File: src/rtl/keypad_matrix_scanner.sv
// keypad_matrix_scanner: scans a 4x4 active-low key matrix and reports one debounced key code per press.
// Latency: a code is presented the clock after the tick that completes the DEBOUNCE_SCANS-th identical frame.
// Backpressure: valid/ready; an event arriving while an unaccepted code is pending is dropped and sets o_overrun.
module keypad_matrix_scanner #(
  parameter int F_CLK          = 50000000,
  parameter int F_SCAN         = 1000,
  parameter int DEBOUNCE_SCANS = 4
) (
  input  logic       i_clk,
  input  logic       i_rst_n,
  input  logic [3:0] i_col,
  output logic [3:0] o_row,
  output logic [3:0] o_key_code,
  output logic       o_key_valid,
  input  logic       i_key_ready,
  output logic       o_key_down,
  output logic       o_overrun
);

  // Row-step period in clocks and the counter widths derived from it.
  localparam int TP = F_CLK / F_SCAN;
  localparam int TW = (TP > 1) ? $clog2(TP) : 1;
  localparam int SW = $clog2(DEBOUNCE_SCANS + 1);

  localparam logic [TW-1:0] TICK_LAST = TW'(TP - 1);
  localparam logic [SW-1:0] STABLE_MAX = SW'(DEBOUNCE_SCANS);
  localparam logic [SW-1:0] STABLE_ONE = SW'(1);

  // Frame classification. The code field is forced to zero unless exactly one
  // key was seen, so NONE/MULTI frames compare equal regardless of which keys.
  typedef enum logic [1:0] {
    RES_NONE  = 2'd0,
    RES_KEY   = 2'd1,
    RES_MULTI = 2'd2
  } res_kind_t;

  typedef struct packed {
    res_kind_t  kind;
    logic [3:0] code;
  } frame_res_t;

  typedef enum logic {
    S_IDLE = 1'b0,
    S_HELD = 1'b1
  } state_t;

  localparam frame_res_t RES_RESET = '{kind: RES_NONE, code: 4'd0};

  // ---------------------------------------------------------------------------
  // Column synchronizer
  // ---------------------------------------------------------------------------
  logic [3:0] col_meta;
  logic [3:0] col_sync;

  // Two-flop synchronizer; reset value is "nothing pressed".
  always_ff @(posedge i_clk) begin
    if (!i_rst_n) begin
      col_meta <= 4'hF;
      col_sync <= 4'hF;
    end else begin
      col_meta <= i_col;
      col_sync <= col_meta;
    end
  end

  // ---------------------------------------------------------------------------
  // Tick divider
  // ---------------------------------------------------------------------------
  logic [TW-1:0] tick_cnt;
  logic          tick;

  assign tick = (tick_cnt == TICK_LAST);

  // Free-running 0..TP-1 counter; tick marks the last count of each row slot.
  always_ff @(posedge i_clk) begin
    if (!i_rst_n) begin
      tick_cnt <= '0;
    end else if (tick) begin
      tick_cnt <= '0;
    end else begin
      tick_cnt <= tick_cnt + 1'b1;
    end
  end

  // ---------------------------------------------------------------------------
  // Row scan
  // ---------------------------------------------------------------------------
  logic [1:0] row_idx;
  logic [1:0] row_nxt;

  assign row_nxt = row_idx + 2'd1;

  // Each tick samples the current row, then steps the one-cold drive to the next row.
  always_ff @(posedge i_clk) begin
    if (!i_rst_n) begin
      row_idx <= 2'd0;
      o_row   <= 4'b1110;
    end else if (tick) begin
      row_idx <= row_nxt;
      o_row   <= ~(4'b0001 << row_nxt);
    end
  end

  // ---------------------------------------------------------------------------
  // Per-row decode and frame accumulation
  // ---------------------------------------------------------------------------
  logic [3:0] row_press;
  logic [2:0] row_cnt;
  logic [1:0] row_hi_col;
  logic       row_any;

  // Count pressed columns in the row being sampled; the highest pressed column is the "last" one.
  always_comb begin
    row_press  = ~col_sync;
    row_cnt    = 3'd0;
    row_hi_col = 2'd0;
    for (int c = 0; c < 4; c++) begin
      if (row_press[c]) begin
        row_cnt    = row_cnt + 3'd1;
        row_hi_col = 2'(c);
      end
    end
    row_any = |row_press;
  end

  // Accumulator only needs to distinguish 0, 1 and "more than 1", so it saturates at 2.
  logic [1:0] acc_cnt;
  logic [3:0] acc_code;
  logic [3:0] sum_cnt;
  logic [1:0] frame_cnt;
  logic [3:0] frame_code;
  logic       frame_done;
  frame_res_t frame_res;

  // Fold the current row into the running frame totals and classify on the row-3 tick.
  always_comb begin
    sum_cnt    = {2'b00, acc_cnt} + {1'b0, row_cnt};
    frame_cnt  = (sum_cnt > 4'd2) ? 2'd2 : sum_cnt[1:0];
    frame_code = row_any ? {row_idx, row_hi_col} : acc_code;
    frame_done = tick && (row_idx == 2'd3);
    frame_res  = RES_RESET;
    case (frame_cnt)
      2'd0:    frame_res.kind = RES_NONE;
      2'd1:    frame_res.kind = RES_KEY;
      default: frame_res.kind = RES_MULTI;
    endcase
    if (frame_res.kind == RES_KEY) begin
      frame_res.code = frame_code;
    end
  end

  // Accumulate across rows 0..2, clear when the frame is classified.
  always_ff @(posedge i_clk) begin
    if (!i_rst_n) begin
      acc_cnt  <= 2'd0;
      acc_code <= 4'd0;
    end else if (frame_done) begin
      acc_cnt  <= 2'd0;
      acc_code <= 4'd0;
    end else if (tick) begin
      acc_cnt  <= frame_cnt;
      acc_code <= frame_code;
    end
  end

  // ---------------------------------------------------------------------------
  // Stability counting
  // ---------------------------------------------------------------------------
  frame_res_t    prev_res;
  logic [SW-1:0] stable_cnt;
  logic [SW-1:0] stable_nxt;
  logic          deb_hit;

  // deb_hit fires only on the frame where the count first reaches the threshold,
  // so a long steady state is acted on exactly once.
  always_comb begin
    if (frame_res == prev_res) begin
      stable_nxt = (stable_cnt == STABLE_MAX) ? stable_cnt : stable_cnt + 1'b1;
    end else begin
      stable_nxt = STABLE_ONE;
    end
    deb_hit = frame_done && (stable_nxt == STABLE_MAX) && (stable_cnt != STABLE_MAX);
  end

  // Remember the previous frame and its run length once per frame.
  always_ff @(posedge i_clk) begin
    if (!i_rst_n) begin
      prev_res   <= RES_RESET;
      stable_cnt <= '0;
    end else if (frame_done) begin
      prev_res   <= frame_res;
      stable_cnt <= stable_nxt;
    end
  end

  // ---------------------------------------------------------------------------
  // Debounce FSM
  // ---------------------------------------------------------------------------
  state_t state;
  state_t state_nxt;
  logic   key_evt;

  // State register.
  always_ff @(posedge i_clk) begin
    if (!i_rst_n) begin
      state <= S_IDLE;
    end else begin
      state <= state_nxt;
    end
  end

  // Press is reported once on entry to HELD; only a debounced NONE releases it.
  always_comb begin
    state_nxt = state;
    key_evt   = 1'b0;
    if (deb_hit) begin
      case (state)
        S_IDLE: begin
          if (frame_res.kind == RES_KEY) begin
            state_nxt = S_HELD;
            key_evt   = 1'b1;
          end
        end
        S_HELD: begin
          if (frame_res.kind == RES_NONE) begin
            state_nxt = S_IDLE;
          end
        end
        default: state_nxt = S_IDLE;
      endcase
    end
  end

  // Registered held indicator tracks the FSM state.
  always_ff @(posedge i_clk) begin
    if (!i_rst_n) begin
      o_key_down <= 1'b0;
    end else begin
      o_key_down <= (state_nxt == S_HELD);
    end
  end

  // ---------------------------------------------------------------------------
  // Output handshake
  // ---------------------------------------------------------------------------
  logic key_accept;

  assign key_accept = o_key_valid & i_key_ready;

  // One-entry output slot: a new event may replace a code only as it is being accepted.
  always_ff @(posedge i_clk) begin
    if (!i_rst_n) begin
      o_key_valid <= 1'b0;
      o_key_code  <= 4'd0;
      o_overrun   <= 1'b0;
    end else if (key_evt) begin
      if (!o_key_valid || key_accept) begin
        o_key_valid <= 1'b1;
        o_key_code  <= frame_res.code;
      end else begin
        o_overrun <= 1'b1;
      end
    end else if (key_accept) begin
      o_key_valid <= 1'b0;
    end
  end

endmodule
File: config.mk
export PLATFORM = sky130hd
export DESIGN_NAME = keypad_matrix_scanner
export DESIGN_NICKNAME = d
export VERILOG_FILES = /design/src/rtl/keypad_matrix_scanner.sv
export SDC_FILE = /design/constraint.sdc
export NUM_CORES = 1
export LEC_CHECK = 0
export CAP_MARGIN = 30
export CORE_MARGIN = 2
export CORE_UTILIZATION = 55
export CTS_CLUSTER_SIZE = 14
export DETAILED_ROUTE_END_ITERATION = 7
export PLACE_DENSITY_LB_ADDON = 0.25
export SYNTH_ARGS = -nofsm -noshare
export SYNTH_HDL_FRONTEND = slang
export SYNTH_SLANG_ARGS = --single-unit
File: constraint.sdc
create_clock -name i_clk -period 7.6 [get_ports i_clk]
set_input_delay 1.52 -clock i_clk [delete_from_list [all_inputs] [get_ports i_clk]]
set_output_delay 1.52 -clock i_clk [all_outputs]
set_load 0.1 [all_outputs]
==> impl_metrics.json, run 1 <==
{
  "synth_largest_area_cell": "sky130_fd_sc_hd__dfxtp_1",
  "mappedNetlistArea_um2": 2570,
  "clkTransAtPathRegs_ns": 0.09,
  "synth-adder-area-share_pct": 6.61,
  "cp-start-kind": "flop",
  "grt-ovfl-total": 0,
  "finalSetupTns_ns": 0,
  "synth.area.top_cells": "sky130_fd_sc_hd__dfxtp_1 40%, sky130_fd_sc_hd__ha_1 5.8%, sky130_fd_sc_hd__nand2_1 4.7%",
  "avgSynthCellArea_um2": 8.91,
  "grt_setup_unrepaired": "no",
  "die_width_um": 72.4,
  "rows": 24,
  "die_height_um": 72.4,
  "number_of_global_route_vias_before_repair": 1967,
  "clkLatencyLatePin_ns": 0.30,
  "crit_path_max_fanout": 9,
  "final_nets": 325,
  "max_slew_margin_pct": 34.9,
  "post_synth_mux_area_share_pct": 4.86,
  "cts-root-buf": "sky130_fd_sc_hd__clkbuf_8",
  "io_buffers": 17,
  "synth_seq_area_share_pct": 40.4,
  "power.total_w": 0.000508,
  "synth_enable_flop_cells": 0,
  "cts_sinks": 52,
  "syn_inst": 289,
  "areaGrowthSynthToFinish_pct": 12.4,
  "crit_type": "reg2reg",
  "maxSlewViolCount": 0,
  "place_congestion": 0.803,
  "num_antenna_cells": 0,
  "drt_drc_violations_left": 0,
  "yosysUniqueCellTypes": 48,
  "synth-simple-area-share_pct": 27.7,
  "synthFlopType": "sky130_fd_sc_hd__dfxtp_1",
  "grt_util_all_layers_pct": 19.9,
  "routed-via-count": 1987,
  "power_per_cell_area_nw_per_um2": 175,
  "num_io_pins": 18,
  "die_ar_um2": 5250,
  "setup_viol": 0,
  "postRouteAntennaNets": 0,
  "fillers": 381,
  "max_clock_freq_ghz": 0.249,
  "final-hold-violation-count": 0,
  "vias_per_cell": 5.55,
  "arrival_ns": 4.21,
  "status": "completed",
  "cts_setup_buffers": 0,
  "synth-warning-count": 0,
  "detail_route.first_pass.iterations": 4,
  "synthesis.nets": 309,
  "ys_ff_latch": 52,
  "cts_max_path_buffers": 2,
  "cts_hold_buf": 0,
  "ys_async_sr_fraction_pct": 0,
  "wl_per_cell_um": 13.1,
  "post-route-period-util_pct": 52.9,
  "hold_class": "reg2reg",
  "synth_xor_xnor_area_share_pct": 6.41,
  "grt_pass1_wl_mm": 8.45,
  "synth_top_cell_area_share_pct": 40.4,
  "final_core_occ_pct": 65.1,
  "grt_antenna_before_repair": 0,
  "finClkSkew_ns": 0.00685,
  "crit_path_end_kind": "flop",
  "final_cells": 358,
  "drt_first_iter_violations": 103,
  "place.detailed.instances": 350,
  "finalWorstPathRequiredPeriod_ns": 4.02,
  "routed_wirelength_mm": 4.68,
  "worst-endpoint-required_ns": 7.79,
  "cts_max_level": 2,
  "tritoncts": "built",
  "floorplan.initialDensity_pct": 57.9,
  "place_hpwl_mm": 3.26,
  "cts_resized": 0,
  "core_region_area_um2": 4440,
  "max_slew.worst_pin.slew_ns": 0.973,
  "grt_max_degree": 40,
  "cellLeakagePower_nw": 1.20,
  "proportion_of_layout_cells_with_a_drive_suffix_above_1_pct": 6.86,
  "maxCapViolCount": 0,
  "synth-compound-area-share_pct": 10.4,
  "max-vdd-ir-drop_mv": 0.132,
  "cts_buffers": 5,
  "synth_top_family_by_area": "simple AND/OR/NAND/NOR gates"
}
## metal layers
layer  global-route usage [%]  up-vias  wire [um]
met2                     34.4       34       2180
met5                        0        -          0
met3                     4.17        7        148
met4                     6.17        0         65
met1                     24.9      927       2290
li1                         -     1019          -
## worst max-delay path, stage by stage, from the launching register on
cell and delay (ns):
sky130_fd_sc_hd__dfxtp_1 0.34, sky130_fd_sc_hd__inv_1 0.05, sky130_fd_sc_hd__ha_1 0.34, sky130_fd_sc_hd__xnor2_1 0.18, sky130_fd_sc_hd__ha_1 0.29, sky130_fd_sc_hd__nor2_1 0.04
sky130_fd_sc_hd__a21oi_1 0.18, sky130_fd_sc_hd__inv_1 0.08, sky130_fd_sc_hd__fa_1 0.44, sky130_fd_sc_hd__a211oi_1 0.30, sky130_fd_sc_hd__nand3_1 0.13, sky130_fd_sc_hd__mux2_4 0.34
sky130_fd_sc_hd__or3_4 0.39, sky130_fd_sc_hd__a32oi_4 0.34, sky130_fd_sc_hd__a41oi_1 0.18, sky130_fd_sc_hd__o221a_1 0.29
## flip-flops by register name, indices dropped and copies added, names as in the netlist, 3 cells and up, named ones only
name and cells:
stable_cnt 3, prev_res 6, acc_code 4, o_row 4, tick_cnt 16, col_meta 4
o_key_code 4, col_sync 4
## area by class of cell
class	count	area (um^2)	share of cell area, %
multi-input cells	213	1440	49.8
clock buffers	6	72.6	2.51
well taps	52	65.1	2.25
flip-flops and latches	52	1040	36.0
repair buffers	18	178	6.14
inverters	15	56.3	1.95
clock inverters	2	38.8	1.34
## stage by stage
stage	instance area [um^2]	setup slack (ns)	hold slack, ns
after detailed placement	2780	3.64	0.396
final	2890	3.58	0.417
after CTS	2890	3.57	0.422
after global placement	2780	3.75	0.397
after global routing	2890	3.23	0.442
after floorplan	2570	3.89	0.386
## worst paths after layout
| path | to | start | slack [ns] | depth (start not counted) |
|---|---|---|---|---|
| max | stable_cnt[0]$_SDFFE_PN0P_ | col_sync[0]$_SDFF_PN1_ | 3.58 | 15 |
| max reg2reg | stable_cnt[0]$_SDFFE_PN0P_ | col_sync[0]$_SDFF_PN1_ | 3.58 | 15 |
| min reg2reg | col_sync[2]$_SDFF_PN1_ | col_meta[2]$_SDFF_PN1_ | 0.42 | 1 |
| min | col_sync[2]$_SDFF_PN1_ | col_meta[2]$_SDFF_PN1_ | 0.42 | 1 |
## kinds of logic after synthesis
group / after synthesis
simple gates: 132
flops: 52
compound gates: 38
buf+inv: 24
xor+xnor: 18
fa+ha+maj: 13
mux: 12
## synthesized netlist by cell type, types with 4 or more instances
cell type	number
sky130_fd_sc_hd__a21oi_1	11
sky130_fd_sc_hd__nor2_1	32
sky130_fd_sc_hd__dfxtp_1	52
sky130_fd_sc_hd__xor2_1	11
sky130_fd_sc_hd__nand3_1	17
sky130_fd_sc_hd__ha_1	12
sky130_fd_sc_hd__nand2_1	32
sky130_fd_sc_hd__and3_1	4
sky130_fd_sc_hd__a21boi_0	5
sky130_fd_sc_hd__nand4_1	6
sky130_fd_sc_hd__nor3_1	5
sky130_fd_sc_hd__nand2b_1	12
sky130_fd_sc_hd__clkbuf_1	6
sky130_fd_sc_hd__inv_1	15
sky130_fd_sc_hd__o21ai_0	8
sky130_fd_sc_hd__nor2b_1	4
sky130_fd_sc_hd__xnor2_1	6
sky130_fd_sc_hd__mux2i_1	11
## cell usage in the layout (no fill, tap or decap), drive strengths merged, types with 2 or more instances in the layout
master and count:
and2 3, or3 4, a21oi 11, a21boi 5, xnor2 7, nand4 7, nand3 17, clkbuf 6
a211oi 2, and4bb 2, inv 16, nor2b 4, nor3b 2, nand2 32, nor3 5, ha 12
or4 2, mux2i 11, dfxtp 52, nand2b 13, and3 4, o211ai 3, xor2 11, o21ai 8
a22oi 2, nor2 32, clkdlybuf4s50 17
## power breakdown
group          leakage, nW  internal, W  switching, W  total [W]
Sequential           0.421     0.000276    0.00000234   0.000278
Combinational        0.719    0.0000175     0.0000231  0.0000406
Clock               0.0558    0.0000996     0.0000897   0.000189
Total                 1.20     0.000393      0.000115   0.000508
(Power assumes the default switching activity.)
==> inputs of run 2 (changes only) <==
Settings changed: CORE_UTILIZATION 55 to 52.
Clock period 7.6 ns to 3.63 ns, I/O delays scaled along.
==> run 2 against run 1 <==
Against the previous run:
- non-clock buffer count increased by 21
- fmax increased by 12%
- combinational power increased to 2.9 times the previous value
- flip-flop and latch count unchanged
- die area increased by 5.4%
- critical path depth unchanged
- largest power group unchanged
==> impl_metrics.json, run 2 (synthesis results as in run 1) <==
{
  "detailedPlace.worstSlack_ns": -0.0850,
  "number_of_global_route_vias_before_repair": 1947,
  "maxCapViolCount": 0,
  "cellLeakagePower_nw": 1.32,
  "cts_hold_buf": 0,
  "grt_pass1_wl_mm": 8.59,
  "clkLatencyLatePin_ns": 0.31,
  "seq_area_um2": 1040,
  "power.total_w": 0.00117,
  "drt_drc_violations_left": 0,
  "r2r_slack_ns": 0.03,
  "place_hpwl_mm": 3.45,
  "proportion_of_layout_cells_with_a_drive_suffix_above_1_pct": 17.7,
  "worst-endpoint-required_ns": 3.84,
  "cp-start-kind": "flop",
  "io_buffers": 17,
  "rows": 25,
  "multi_input_gate_area_in_the_final_layout_um2": 1520,
  "num_io_pins": 18,
  "final_nets": 346,
  "grt-ovfl-total": 0,
  "die_width_um": 74.4,
  "largest_register_ffs": 16,
  "max-vdd-ir-drop_mv": 0.242,
  "crit_path_end_kind": "flop",
  "post-route-period-util_pct": 99.2,
  "crit_type": "reg2reg",
  "die_ar_um2": 5530,
  "status": "completed",
  "tritoncts": "built",
  "max_slew.worst_pin.slew_ns": 0.977,
  "setup_viol": 0,
  "grt_util_all_layers_pct": 20.0,
  "finClkSkew_ns": 0.0122,
  "floorplan.initialDensity_pct": 54.2,
  "postRouteAntennaNets": 0,
  "die_height_um": 74.4,
  "routed-via-count": 2073,
  "grt_antenna_before_repair": 0,
  "timing.final.ws_setup_ns": 0.0289,
  "routed_wirelength_mm": 5.06,
  "highest_count_cells_in_the_layout_ignoring_fill_and_taps": "50 x sky130_fd_sc_hd__dfxtp_1, 32 x sky130_fd_sc_hd__nor2_1, 32 x sky130_fd_sc_hd__nand2_1",
  "cts_max_level": 2,
  "finalSetupTns_ns": 0,
  "finalHoldWorstSlack_ns": 0.412,
  "clkTransAtPathRegs_ns": 0.10,
  "num_antenna_cells": 0,
  "arrival_ns": 3.82,
  "max_slew_margin_pct": 34.7,
  "wl_per_cell_um": 12.8,
  "grt_setup_unrepaired": "yes",
  "drt_first_iter_violations": 66,
  "max_clock_freq_ghz": 0.278,
  "maxSlewViolCount": 0,
  "cts_sinks": 52,
  "power_per_cell_area_nw_per_um2": 368,
  "cts_buffers": 5,
  "vias_per_cell": 5.26,
  "top_regs": "tick_cnt x16, prev_res x6",
  "max_flop_register": "tick_cnt",
  "areaGrowthSynthToFinish_pct": 23.7,
  "finalWorstPathRequiredPeriod_ns": 3.60,
  "fillers": 412,
  "place_congestion": 0.810,
  "hold_class": "reg2reg",
  "core_region_area_um2": 4750,
  "grt_max_degree": 24,
  "final-hold-violation-count": 0,
  "final_common_cell": "sky130_fd_sc_hd__dfxtp_1",
  "detail_route.first_pass.iterations": 4,
  "cts_max_path_buffers": 2,
  "crit_path_max_fanout": 6,
  "cts-root-buf": "sky130_fd_sc_hd__clkbuf_8"
}
[run 2: layout make-up]
class | count | share of cell area, %
multi-input combinational | 213 | 47.9
inverter | 15 | 1.77
tap | 67 | 2.63
clock inverter | 3 | 2.16
clock buffer | 5 | 2.16
timing repair buffer | 39 | 10.6
sequential | 52 | 32.8
[run 2: report_power, final]
part	leakage [nW]	total [W]	switching, W	internal, W
Combinational	0.830	0.000116	0.0000582	0.0000581
Clock	0.0687	0.000475	0.000198	0.000277
Sequential	0.421	0.000582	0.00000452	0.000577
Total	1.32	0.00117	0.000260	0.000913
[run 2: path summary, 6_finish.rpt]
| path | from | end | depth (start not counted) |
|---|---|---|---|
| hold reg to reg | col_meta[2]$_SDFF_PN1_ | col_sync[2]$_SDFF_PN1_ | 1 |
| setup / recovery | col_sync[1]$_SDFF_PN1_ | stable_cnt[0]$_SDFFE_PN0P_ | 15 |
| setup reg to reg | col_sync[1]$_SDFF_PN1_ | stable_cnt[0]$_SDFFE_PN0P_ | 15 |
| hold / removal | col_meta[2]$_SDFF_PN1_ | col_sync[2]$_SDFF_PN1_ | 1 |
[run 2: worst max-delay path: stages (launching register included)]
cell and delay [ns]:
sky130_fd_sc_hd__dfxtp_2 0.33, sky130_fd_sc_hd__inv_1 0.09, sky130_fd_sc_hd__ha_4 0.21, sky130_fd_sc_hd__xnor2_2 0.14
sky130_fd_sc_hd__buf_4 0.14, sky130_fd_sc_hd__xnor2_1 0.15, sky130_fd_sc_hd__ha_2 0.22, sky130_fd_sc_hd__inv_1 0.06
sky130_fd_sc_hd__fa_2 0.38, sky130_fd_sc_hd__a211oi_2 0.24, sky130_fd_sc_hd__nand3_1 0.12, sky130_fd_sc_hd__mux2_4 0.32
sky130_fd_sc_hd__or3_4 0.38, sky130_fd_sc_hd__a32oi_4 0.32, sky130_fd_sc_hd__a41oi_2 0.15, sky130_fd_sc_hd__o221a_1 0.26
[run 2: timing repair]
action	in CTS	in global routing
resized for setup	6	13
pin swaps	4	11
endpoints found under the setup margin	9	10
buffers inserted	1	5
[run 2: stage by stage]
stage               cells  area [um^2]  utilization, %
detailed placement    380         2920            61.4
global route          394         3180            67.0
finish                394         3180            67.0
CTS                   389         3100            65.1
floorplan             289         2580               -
global placement      380         2920            61.4
[run 2: routing by layer]
metal | wire, um | GRT usage [%] | up-vias | share of wire [%]
met2 | 2520 | 32.8 | 26 | 50
met4 | 93 | 8.73 | 0 | 1.8
met5 | 0 | 0 | - | 0
li1 | - | - | 1063 | -
met3 | 139 | 3.66 | 10 | 2.7
met1 | 2310 | 25.8 | 974 | 46
